$ cat src/rtl/mac_pkg.sv
`default_nettype none
// +--------------------------------------------------------------------------+
// | mac_pkg : shared defaults, window state type and accumulator limits       |
// | Rev 1.0                                                                   |
// +--------------------------------------------------------------------------+
package mac_pkg;

    localparam int DEF_PROD_W = 8;
    localparam int DEF_ACC_W  = 16;
    localparam int DEF_CNT_W  = 8;

    typedef enum logic [0:0] {
        IDLE  = 1'b0,
        ACCUM = 1'b1
    } state_t;

    localparam logic signed [DEF_ACC_W-1:0] ACC_MAX = {1'b0, {(DEF_ACC_W-1){1'b1}}};
    localparam logic signed [DEF_ACC_W-1:0] ACC_MIN = {1'b1, {(DEF_ACC_W-1){1'b0}}};

endpackage
`default_nettype wire

$ cat src/rtl/mac_accumulator_if.sv
`default_nettype none
// +--------------------------------------------------------------------------+
// | mac_accumulator_if : product input stream and result output stream       |
// | Rev 1.0                                                                   |
// +--------------------------------------------------------------------------+
interface mac_accumulator_if
    import mac_pkg::*;
#(
    parameter int PROD_W = DEF_PROD_W,
    parameter int ACC_W  = DEF_ACC_W,
    parameter int CNT_W  = DEF_CNT_W
);
    logic                     in_valid;
    logic                     in_ready;
    logic signed [PROD_W-1:0] in_data;
    logic                     in_first;
    logic                     in_last;
    logic                     clear;
    logic                     out_valid;
    logic                     out_ready;
    logic signed [ACC_W-1:0]  out_data;
    logic [CNT_W-1:0]         out_count;
    logic                     out_sat;

    modport master (
        output in_valid, in_data, in_first, in_last, clear, out_ready,
        input  in_ready, out_valid, out_data, out_count, out_sat
    );

    modport slave (
        input  in_valid, in_data, in_first, in_last, clear, out_ready,
        output in_ready, out_valid, out_data, out_count, out_sat
    );
endinterface
`default_nettype wire

$ cat src/rtl/mac_sat_add.sv
`default_nettype none
// +--------------------------------------------------------------------------+
// | mac_sat_add : signed add clamped to the ACC_W range, with clamp flag      |
// | Rev 1.0                                                                   |
// +--------------------------------------------------------------------------+
module mac_sat_add
    import mac_pkg::*;
#(
    parameter int ACC_W = DEF_ACC_W
) (
    input  wire logic signed [ACC_W-1:0] a,
    input  wire logic signed [ACC_W-1:0] b,
    output logic signed [ACC_W-1:0]      sum,
    output logic                         clamp
);
    localparam logic signed [ACC_W-1:0] c_acc_max = {1'b0, {(ACC_W-1){1'b1}}};
    localparam logic signed [ACC_W-1:0] c_acc_min = {1'b1, {(ACC_W-1){1'b0}}};

    logic [ACC_W:0] w_full;

    assign w_full = {a[ACC_W-1], a} + {b[ACC_W-1], b};

    // Overflow shows up as the two top bits of the widened sum disagreeing.
    always_comb begin
        clamp = w_full[ACC_W] ^ w_full[ACC_W-1];
        sum   = w_full[ACC_W-1:0];
        if (clamp) begin
            sum = w_full[ACC_W] ? c_acc_min : c_acc_max;
        end
    end
endmodule
`default_nettype wire

$ cat src/rtl/mac_accumulator.sv
`default_nettype none
// +--------------------------------------------------------------------------+
// | mac_accumulator : windowed saturating accumulator with one-deep output   |
// | Rev 1.0                                                                   |
// +--------------------------------------------------------------------------+
module mac_accumulator
    import mac_pkg::*;
#(
    parameter int PROD_W = DEF_PROD_W,
    parameter int ACC_W  = DEF_ACC_W,
    parameter int CNT_W  = DEF_CNT_W
) (
    input  wire logic         clk,
    input  wire logic         rst,
    mac_accumulator_if.slave  bus
);
    state_t                  r_state;
    logic signed [ACC_W-1:0] r_acc;
    logic [CNT_W-1:0]        r_cnt;
    logic                    r_sat;
    logic                    r_out_valid;
    logic signed [ACC_W-1:0] r_out_data;
    logic [CNT_W-1:0]        r_out_count;
    logic                    r_out_sat;

    logic                    w_in_ready;
    logic                    w_accept;
    logic                    w_start;
    logic signed [ACC_W-1:0] w_sext;
    logic signed [ACC_W-1:0] w_sum;
    logic                    w_clamp;
    logic signed [ACC_W-1:0] w_acc_next;
    logic [CNT_W-1:0]        w_cnt_next;
    logic                    w_sat_next;

    assign w_in_ready = !r_out_valid || bus.out_ready;
    assign w_accept   = bus.in_valid && w_in_ready;
    // A coincident clear makes the accepted product open a fresh window.
    assign w_start    = bus.in_first || (r_state == IDLE) || bus.clear;
    assign w_sext     = {{(ACC_W-PROD_W){bus.in_data[PROD_W-1]}}, bus.in_data};

    mac_sat_add #(.ACC_W(ACC_W)) u_sat_add (
        .a     (r_acc),
        .b     (w_sext),
        .sum   (w_sum),
        .clamp (w_clamp)
    );

    always_comb begin
        w_acc_next = w_sum;
        w_cnt_next = (&r_cnt) ? r_cnt : r_cnt + 1'b1;
        w_sat_next = r_sat | w_clamp;
        if (w_start) begin
            w_acc_next = w_sext;
            w_cnt_next = {{(CNT_W-1){1'b0}}, 1'b1};
            w_sat_next = 1'b0;
        end
    end

    always_ff @(posedge clk) begin
        if (rst) begin
            r_state     <= IDLE;
            r_acc       <= '0;
            r_cnt       <= '0;
            r_sat       <= 1'b0;
            r_out_valid <= 1'b0;
            r_out_data  <= '0;
            r_out_count <= '0;
            r_out_sat   <= 1'b0;
        end else if (w_accept && bus.in_last) begin
            r_out_valid <= 1'b1;
            r_out_data  <= w_acc_next;
            r_out_count <= w_cnt_next;
            r_out_sat   <= w_sat_next;
            r_state     <= IDLE;
            r_acc       <= '0;
            r_cnt       <= '0;
            r_sat       <= 1'b0;
        end else begin
            if (r_out_valid && bus.out_ready) begin
                r_out_valid <= 1'b0;
            end
            if (w_accept) begin
                r_state <= ACCUM;
                r_acc   <= w_acc_next;
                r_cnt   <= w_cnt_next;
                r_sat   <= w_sat_next;
            end else if (bus.clear) begin
                r_state <= IDLE;
                r_acc   <= '0;
                r_cnt   <= '0;
                r_sat   <= 1'b0;
            end
        end
    end

    assign bus.in_ready  = w_in_ready;
    assign bus.out_valid = r_out_valid;
    assign bus.out_data  = r_out_data;
    assign bus.out_count = r_out_count;
    assign bus.out_sat   = r_out_sat;
endmodule
`default_nettype wire

$ cat src/flat_wrapper.sv
// flat-port wrapper written by rule: the top's interface ports become plain ports
module mac_accumulator_flat import mac_pkg::*;
#(
    parameter int PROD_W = DEF_PROD_W,
    parameter int ACC_W  = DEF_ACC_W,
    parameter int CNT_W  = DEF_CNT_W
)
  (clk, rst, bus_in_valid, bus_in_data, bus_in_first, bus_in_last, bus_clear, bus_out_ready, bus_in_ready, bus_out_valid, bus_out_data, bus_out_count, bus_out_sat);
  mac_accumulator_if #(.PROD_W(PROD_W), .ACC_W(ACC_W), .CNT_W(CNT_W)) bus_i ();
  input  wire logic clk;
  input  wire logic rst;
  input wire logic [$bits(bus_i.in_valid)-1:0] bus_in_valid;
  input wire logic [$bits(bus_i.in_data)-1:0] bus_in_data;
  input wire logic [$bits(bus_i.in_first)-1:0] bus_in_first;
  input wire logic [$bits(bus_i.in_last)-1:0] bus_in_last;
  input wire logic [$bits(bus_i.clear)-1:0] bus_clear;
  input wire logic [$bits(bus_i.out_ready)-1:0] bus_out_ready;
  output wire logic [$bits(bus_i.in_ready)-1:0] bus_in_ready;
  output wire logic [$bits(bus_i.out_valid)-1:0] bus_out_valid;
  output wire logic [$bits(bus_i.out_data)-1:0] bus_out_data;
  output wire logic [$bits(bus_i.out_count)-1:0] bus_out_count;
  output wire logic [$bits(bus_i.out_sat)-1:0] bus_out_sat;
  assign bus_i.in_valid = bus_in_valid;
  assign bus_i.in_data = bus_in_data;
  assign bus_i.in_first = bus_in_first;
  assign bus_i.in_last = bus_in_last;
  assign bus_i.clear = bus_clear;
  assign bus_i.out_ready = bus_out_ready;
  assign bus_in_ready = bus_i.in_ready;
  assign bus_out_valid = bus_i.out_valid;
  assign bus_out_data = bus_i.out_data;
  assign bus_out_count = bus_i.out_count;
  assign bus_out_sat = bus_i.out_sat;
  mac_accumulator #(.PROD_W(PROD_W), .ACC_W(ACC_W), .CNT_W(CNT_W)) u_core (.clk(clk), .rst(rst), .bus(bus_i));
endmodule
$ cat config.mk
export PLATFORM = sky130hd
export DESIGN_NAME = mac_accumulator_flat
export DESIGN_NICKNAME = d
export VERILOG_FILES = /design/src/rtl/mac_pkg.sv /design/src/rtl/mac_accumulator_if.sv /design/src/rtl/mac_sat_add.sv /design/src/rtl/mac_accumulator.sv /design/src/flat_wrapper.sv
export SDC_FILE = /design/constraint.sdc
export NUM_CORES = 1
export LEC_CHECK = 0
export CAP_MARGIN = 20
export CORE_MARGIN = 2
export CORE_UTILIZATION = 50
export DETAILED_ROUTE_END_ITERATION = 6
export PLACE_DENSITY_LB_ADDON = 0.12
export SLEW_MARGIN = 40
export SYNTH_ARGS = -nofsm -noshare
export SYNTH_HDL_FRONTEND = slang
export SYNTH_SLANG_ARGS = --single-unit
$ cat constraint.sdc
create_clock -name clk -period 4.1 [get_ports clk]
set_clock_uncertainty 0.2 [all_clocks]
set_input_delay 0.82 -clock clk [delete_from_list [all_inputs] [get_ports clk]]
set_output_delay 0.82 -clock clk [all_outputs]
set_load 0.1 [all_outputs]
# After elaboration in Yosys (flattened, before gate mapping)

Cells that the tools add are included.

Word-level logic and storage cells: 39
Register bits: 52
Output and inout port bits: 27
Bits of input ports: 15

Reductions and logical operators: 11
$add $sub $neg: 2
Bitwise logic cells: 3
Mux-type cells: 15

Operators by type and width:

| kind                                                           | number |
|---|---|
| 16-bit two-way mux                                             | 5 |
| 8-bit two-way mux                                              | 4 |
| 16-bit by 8-bit adder with 17-bit output                       | 1 |
| 8-bit by 1-bit adder with 8-bit output (second input constant) | 1 |
| 8-bit AND reduction                                            | 1 |
| 1-bit two-way mux                                              | 6 |
| 2-bit nonzero test                                             | 2 |
| 1-bit logical AND                                              | 3 |
| 1-bit logical OR                                               | 3 |
| 2-bit OR reduction                                             | 1 |
| 1-bit zero test                                                | 1 |
| 1-bit inverter                                                 | 1 |
| 1-bit bitwise OR                                               | 1 |
| 1-bit bitwise XOR                                              | 1 |

# Logic depth before layout (Yosys ltp)

Word-level depth: 5
Mapped depth: 10
Mapped depth without buffers: 9

# Modules after synthesis

From an unflattened synthesis, not the netlist that was laid out.

Cells, all modules: 353
Area total of the unflattened synthesis: 3413.3 µm²

By module, submodules not included:

| module          | times used | cells each | area an instance (µm²) | sequential area each (µm²) |
|---|---|---|---|---|
| mac_accumulator | 1          | 226        | 2391.0                 | 1041.0 |
| mac_sat_add     | 1          | 127        | 1022.2                 | 0.0 |

# Least setup slack after synthesis

No wires, ideal clock.

Kind: register -> register
Start: reg u_core.r_out_valid (netlist: u_core.bus.out_valid)
End: reg u_core.r_acc[13]
Setup slack: 0.416 ns
Cell stages (with the launch flop): 8
Setup time: 0.061 ns
Path buffers: 1
Data required time: 3.839 ns
Clock period less this slack: 3.684 ns
Arrival time: 3.423 ns
Cell sequence: dfxtp_1 nand2b_1 and2_1 clkbuf_1 a21oi_1 nand2_1 a211oi_1 a221o_1

Word-level cells in the longest chain between the ends: 5
Elaborated cells between the ends (all ways): 7
Classes of those cells: mux (1); reduce/logical (6)

RTL lines:

| what                                | line                  | RTL |
|---|---|---|
| from (decl)                         | mac_accumulator.sv:21 | `logic r_out_valid;` |
| from (signal assigned)              | mac_accumulator.sv:66 | `r_out_valid <= 1'b0;` |
| from (signal assigned)              | mac_accumulator.sv:71 | `r_out_valid <= 1'b1;` |
| from (signal assigned)              | mac_accumulator.sv:81 | `r_out_valid <= 1'b0;` |
| 1-bit zero test (*)                 | mac_accumulator.sv:36 | `assign w_in_ready = !r_out_valid \|\| bus.out_ready;` |
| 1-bit logical OR (*)                | mac_accumulator.sv:36 |  |
| via bus_in_ready                    | flat_wrapper.sv:18    | `output wire logic [$bits(bus_i.in_ready)-1:0] bus_in_ready;` |
| 1-bit logical AND (*)               | mac_accumulator.sv:37 | `assign w_accept = bus.in_valid && w_in_ready;` |
| 1-bit logical AND                   | mac_accumulator.sv:70 | `end else if (w_accept && bus.in_last) begin` |
| 2-bit OR reduction (no source line) | -                     |  |
| to (signal assigned)                | mac_accumulator.sv:85 | `r_acc <= w_acc_next;` |
| to (decl)                           | mac_accumulator.sv:18 | `logic signed [ACC_W-1:0] r_acc;` |

Mark *: on every way through the listed nets, which the timed path passes. The rest lies on a longest branch.
A chain may end at the register's enable or synchronous reset.

# Worst setup path in the final report

Start: in bus_in_data[7]
End: reg u_core.r_out_data[11] (netlist: u_core.bus.out_data[11])

Word-level cells in the longest chain between the ends: 4
Elaborated cells between the ends (all ways): 5
Classes of those cells: add/sub (1); mux (3); bitwise (1)

RTL lines:

| what                                                    | line                                 | RTL |
|---|---|---|
| from (decl)                                             | flat_wrapper.sv:13                   | `input wire logic [$bits(bus_i.in_data)-1:0] bus_in_data;` |
| 16-bit by 8-bit adder with 17-bit output                | mac_sat_add.sv:21                    | `assign w_full = {a[ACC_W-1], a} + {b[ACC_W-1], b};` |
| 16-bit two-way mux or 1-bit bitwise XOR (tied branches) | mac_sat_add.sv:28, mac_sat_add.sv:25 |  |
| 16-bit two-way mux                                      | mac_sat_add.sv:27                    | `if (clamp) begin` |
| 16-bit two-way mux (*)                                  | mac_accumulator.sv:53                | `if (w_start) begin` |
| to (signal assigned)                                    | mac_accumulator.sv:72                | `r_out_data <= w_acc_next;` |
| to (decl)                                               | mac_accumulator.sv:22                | `logic signed [ACC_W-1:0] r_out_data;` |

Every way passes the cells marked *; elsewhere a longest branch is shown, timed or not.

==> reports/metrics.csv <==
metric,value,unit
drt-initial-drc-count,150,
cp_cell_sequence,clkdlybuf4s50_1 > ha_1 > and4_4 > a21boi_2 > a211oi_2 > a211oi_4 > nand3_4 > a31oi_1 > a22o_1,
pwr-share-seq,43.4,%
grt_pass1_wl,12660,um
switching_share,34.03,%
num-fill-cells,556,
syn2layout_area_growth,17.67,%
synth_cell_type_count,59,
ctsRootBufferMaster,clkbuf_8,
crit_slowest_cell,clkdlybuf4s50_1,
clkPwrFrac,29.7,%
rows,28,
hold_viol_final,0,
ir_drop,0.0002037,V
clock_sinks,52,
antenna_found_initial,0,
fin_setup_tns,0,ps
fin_ws,304.6,ps
endpoint_kind,flop,
synth_compound_area_share,35.38,%
regArea,1041,um^2
worstHoldStart,u_core.bus.out_count[0],
setup_violations,0,
via_count,2799,
multiInputGateArea,1892,um^2
hold_depth,2,
cts_resized,0,
crit_required,4160,ps
ys_warn_count,0,
place.gp.congestion,0.8723,
maxSlewHeadroom,52.05,%
via_per_inst,6.085,
cts.clk_slew.worst_paths,100,ps
grt.overflow.total,0,
cp_top_family,compound AO/OA/AOI/OAI gates,
cp_slowest_stage_delay,630,ps
hold_end,u_core.bus.out_count[0],
ys_top_cells_by_area,"dfxtp_1, ha_1, a21oi_1",
grt_pass1_vias,2590,
power_density,350.1,nW/um^2
synth_mux_area_share,0.3342,%
cp-start-kind,input pin,
yosysTopAreaCell,dfxtp_1,
wl_per_cell,16.89,um
cap_viol_max_count,0,
fmax,0.2635,GHz
critical_path_buf_inv_count,1,
synth_common_cells,"dfxtp_1, nand2_1, a21oi_1",
synth_edf_count,0,
cts_buffers,5,
start_util,51.20,%
synth-simple-area-share,14.70,%
antennaDiodeCount,0,
ys.flop_type,dfxtp_1,
fin_cells,460,
postRouteAntennaNets,0,
r2r_cells,9,
cts_htree_levels,2,
slew_violations,0,
die_h,81.40,um
die_area,6626,um^2
combPwrFrac,26.9,%
synth_top_area_share,34.75,%
die-width,81.40,um
grt_setup_unrepaired,false,
status,finished clean,
synth_xor_area_share,4.678,%
synth_top_family_by_area,compound AO/OA/AOI/OAI gates,
r2r-start,u_core.r_acc[0],
io_pins,42,
grt_max_degree,27,
synth_seq_cells,52,
grtUsageTotal,24.69,%
netlist_instances,336,
routed_wl,7771,um
hold_buffers,0,
synthAdderAreaFrac,7.769,%
async_flop_share,0,%
syn-cell-area,2995,um^2
worstPathArrival,3850,ps
dp_slack,17.62,ps
dp_cells,452,
drt-pass1-iter-count,5,
p_int,814.0,uW
cts_setup_buffers,0,
post-route-period-util,92.57,%
syn_avg_cell_area,8.915,um^2
coreArea,5851,um^2
drc,0,
worst_pin_slew,715.4,ps
period_needed,3795,ps
r2r_setup_slack,1070,ps
switching_power,420.0,uW
power_leakage,1.493,nW
fin_nets,417,
timing.hold.ws,246.0,ps
clk-insertion-delay-late,310,ps
syn_nets,369,
io_buffers,41,
place_hpwl,5627,um
cts_tree,yes,
path_class,in -> reg,
seq_area_frac_synth,34.75,%
hold_path.class,reg -> reg,
cts_buffer_depth,2,
synth_most_common_cell,dfxtp_1,
drive_above_1_share,17.14,%
rr_endpoint,u_core.bus.out_data[3],
crit_fanout,17,
finalPower,1.234,mW
[sequential cells by signal (all words and copies together) (netlist names)]
name and cells:
u_core.bus.out_data 16, u_core.bus.out_valid 1, u_core.r_state 1, u_core.r_cnt 8, u_core.r_sat 1, u_core.r_acc 16
u_core.bus.out_sat 1, u_core.bus.out_count 8
[worst max path at each step]
stage,start,to,slack (ps),depth (start not counted)
detailed placement,bus_in_data[7],u_core.bus.out_data[6],20,10
global placement,bus_in_data[7],u_core.bus.out_data[6],80,10
finish,bus_in_data[7],u_core.bus.out_data[11],300,9
floorplan,u_core.bus.out_valid,u_core.r_acc[13],420,7
global route,bus_in_data[7],u_core.r_acc[11],170,9
CTS,bus_in_data[7],u_core.bus.out_data[3],350,10
[layer usage]
metal	track usage, %	vias up	wire length [um]
li1	-	1384	-
met1	34.02	1320	3655
met2	40.25	89	3642
met3	4.333	6	410
met4	5.593	0	63
met5	0	-	0
[layout make-up]
type                            count  share of cell area (%)
Clock buffer                        6                   2.059
Clock inverter                      2                   1.100
Inverter                            5                  0.5325
Multi-Input combinational cell    267                   53.67
Sequential cell                    52                   29.54
Tap cell                           75                   2.662
Timing Repair Buffer               53                   10.44
[power groups by stage]
| stage | logic (mW) | clock network [mW] | registers, mW |
|---|---|---|---|
| finish | 0.332 | 0.366 | 0.536 |
| global route | 0.355 | 0.392 | 0.538 |
| CTS | 0.330 | 0.369 | 0.536 |
| detailed placement | 0.328 | 0 | 0.547 |
| global placement | 0.334 | 0 | 0.548 |
| floorplan | 0.178 | 0 | 0.617 |
[per-stage QoR]
step	util (%)	instance area, um^2
after detailed placement	58.34	3413
after floorplan	-	2995
after global routing	60.24	3525
after CTS	60.24	3525
after global placement	60.48	3538
final	60.24	3525
[cell families (layout without fill, tap and decap cells)]
group | Yosys count | count (layout)
multiplexers | 1 | 1
XOR/XNOR | 16 | 16
flip-flops | 52 | 52
AO/OA/AOI/OAI | 142 | 142
AND/OR/NAND/NOR | 90 | 90
adder cells (fa/ha/maj) | 18 | 18
buffers and inverters | 17 | 66
[cell usage in the layout, fill, tap and decap left out, types with 9 or more instances in the layout]
master,n
nor2_1,17
dfxtp_1,52
a21oi_1,30
a221o_1,9
clkdlybuf4s50_1,14
xnor2_1,9
o21ai_0,21
buf_4,13
ha_1,17
nand2_1,32
nand3_1,10
buf_2,26
a22o_1,13
[worst min-delay path, cell delays in order (launching register included)]
cell and delay, ps:
dfxtp_1 320, nand2_1 50, nand2_1 40
No activity file was read; power rests on OpenSTA's default activity.
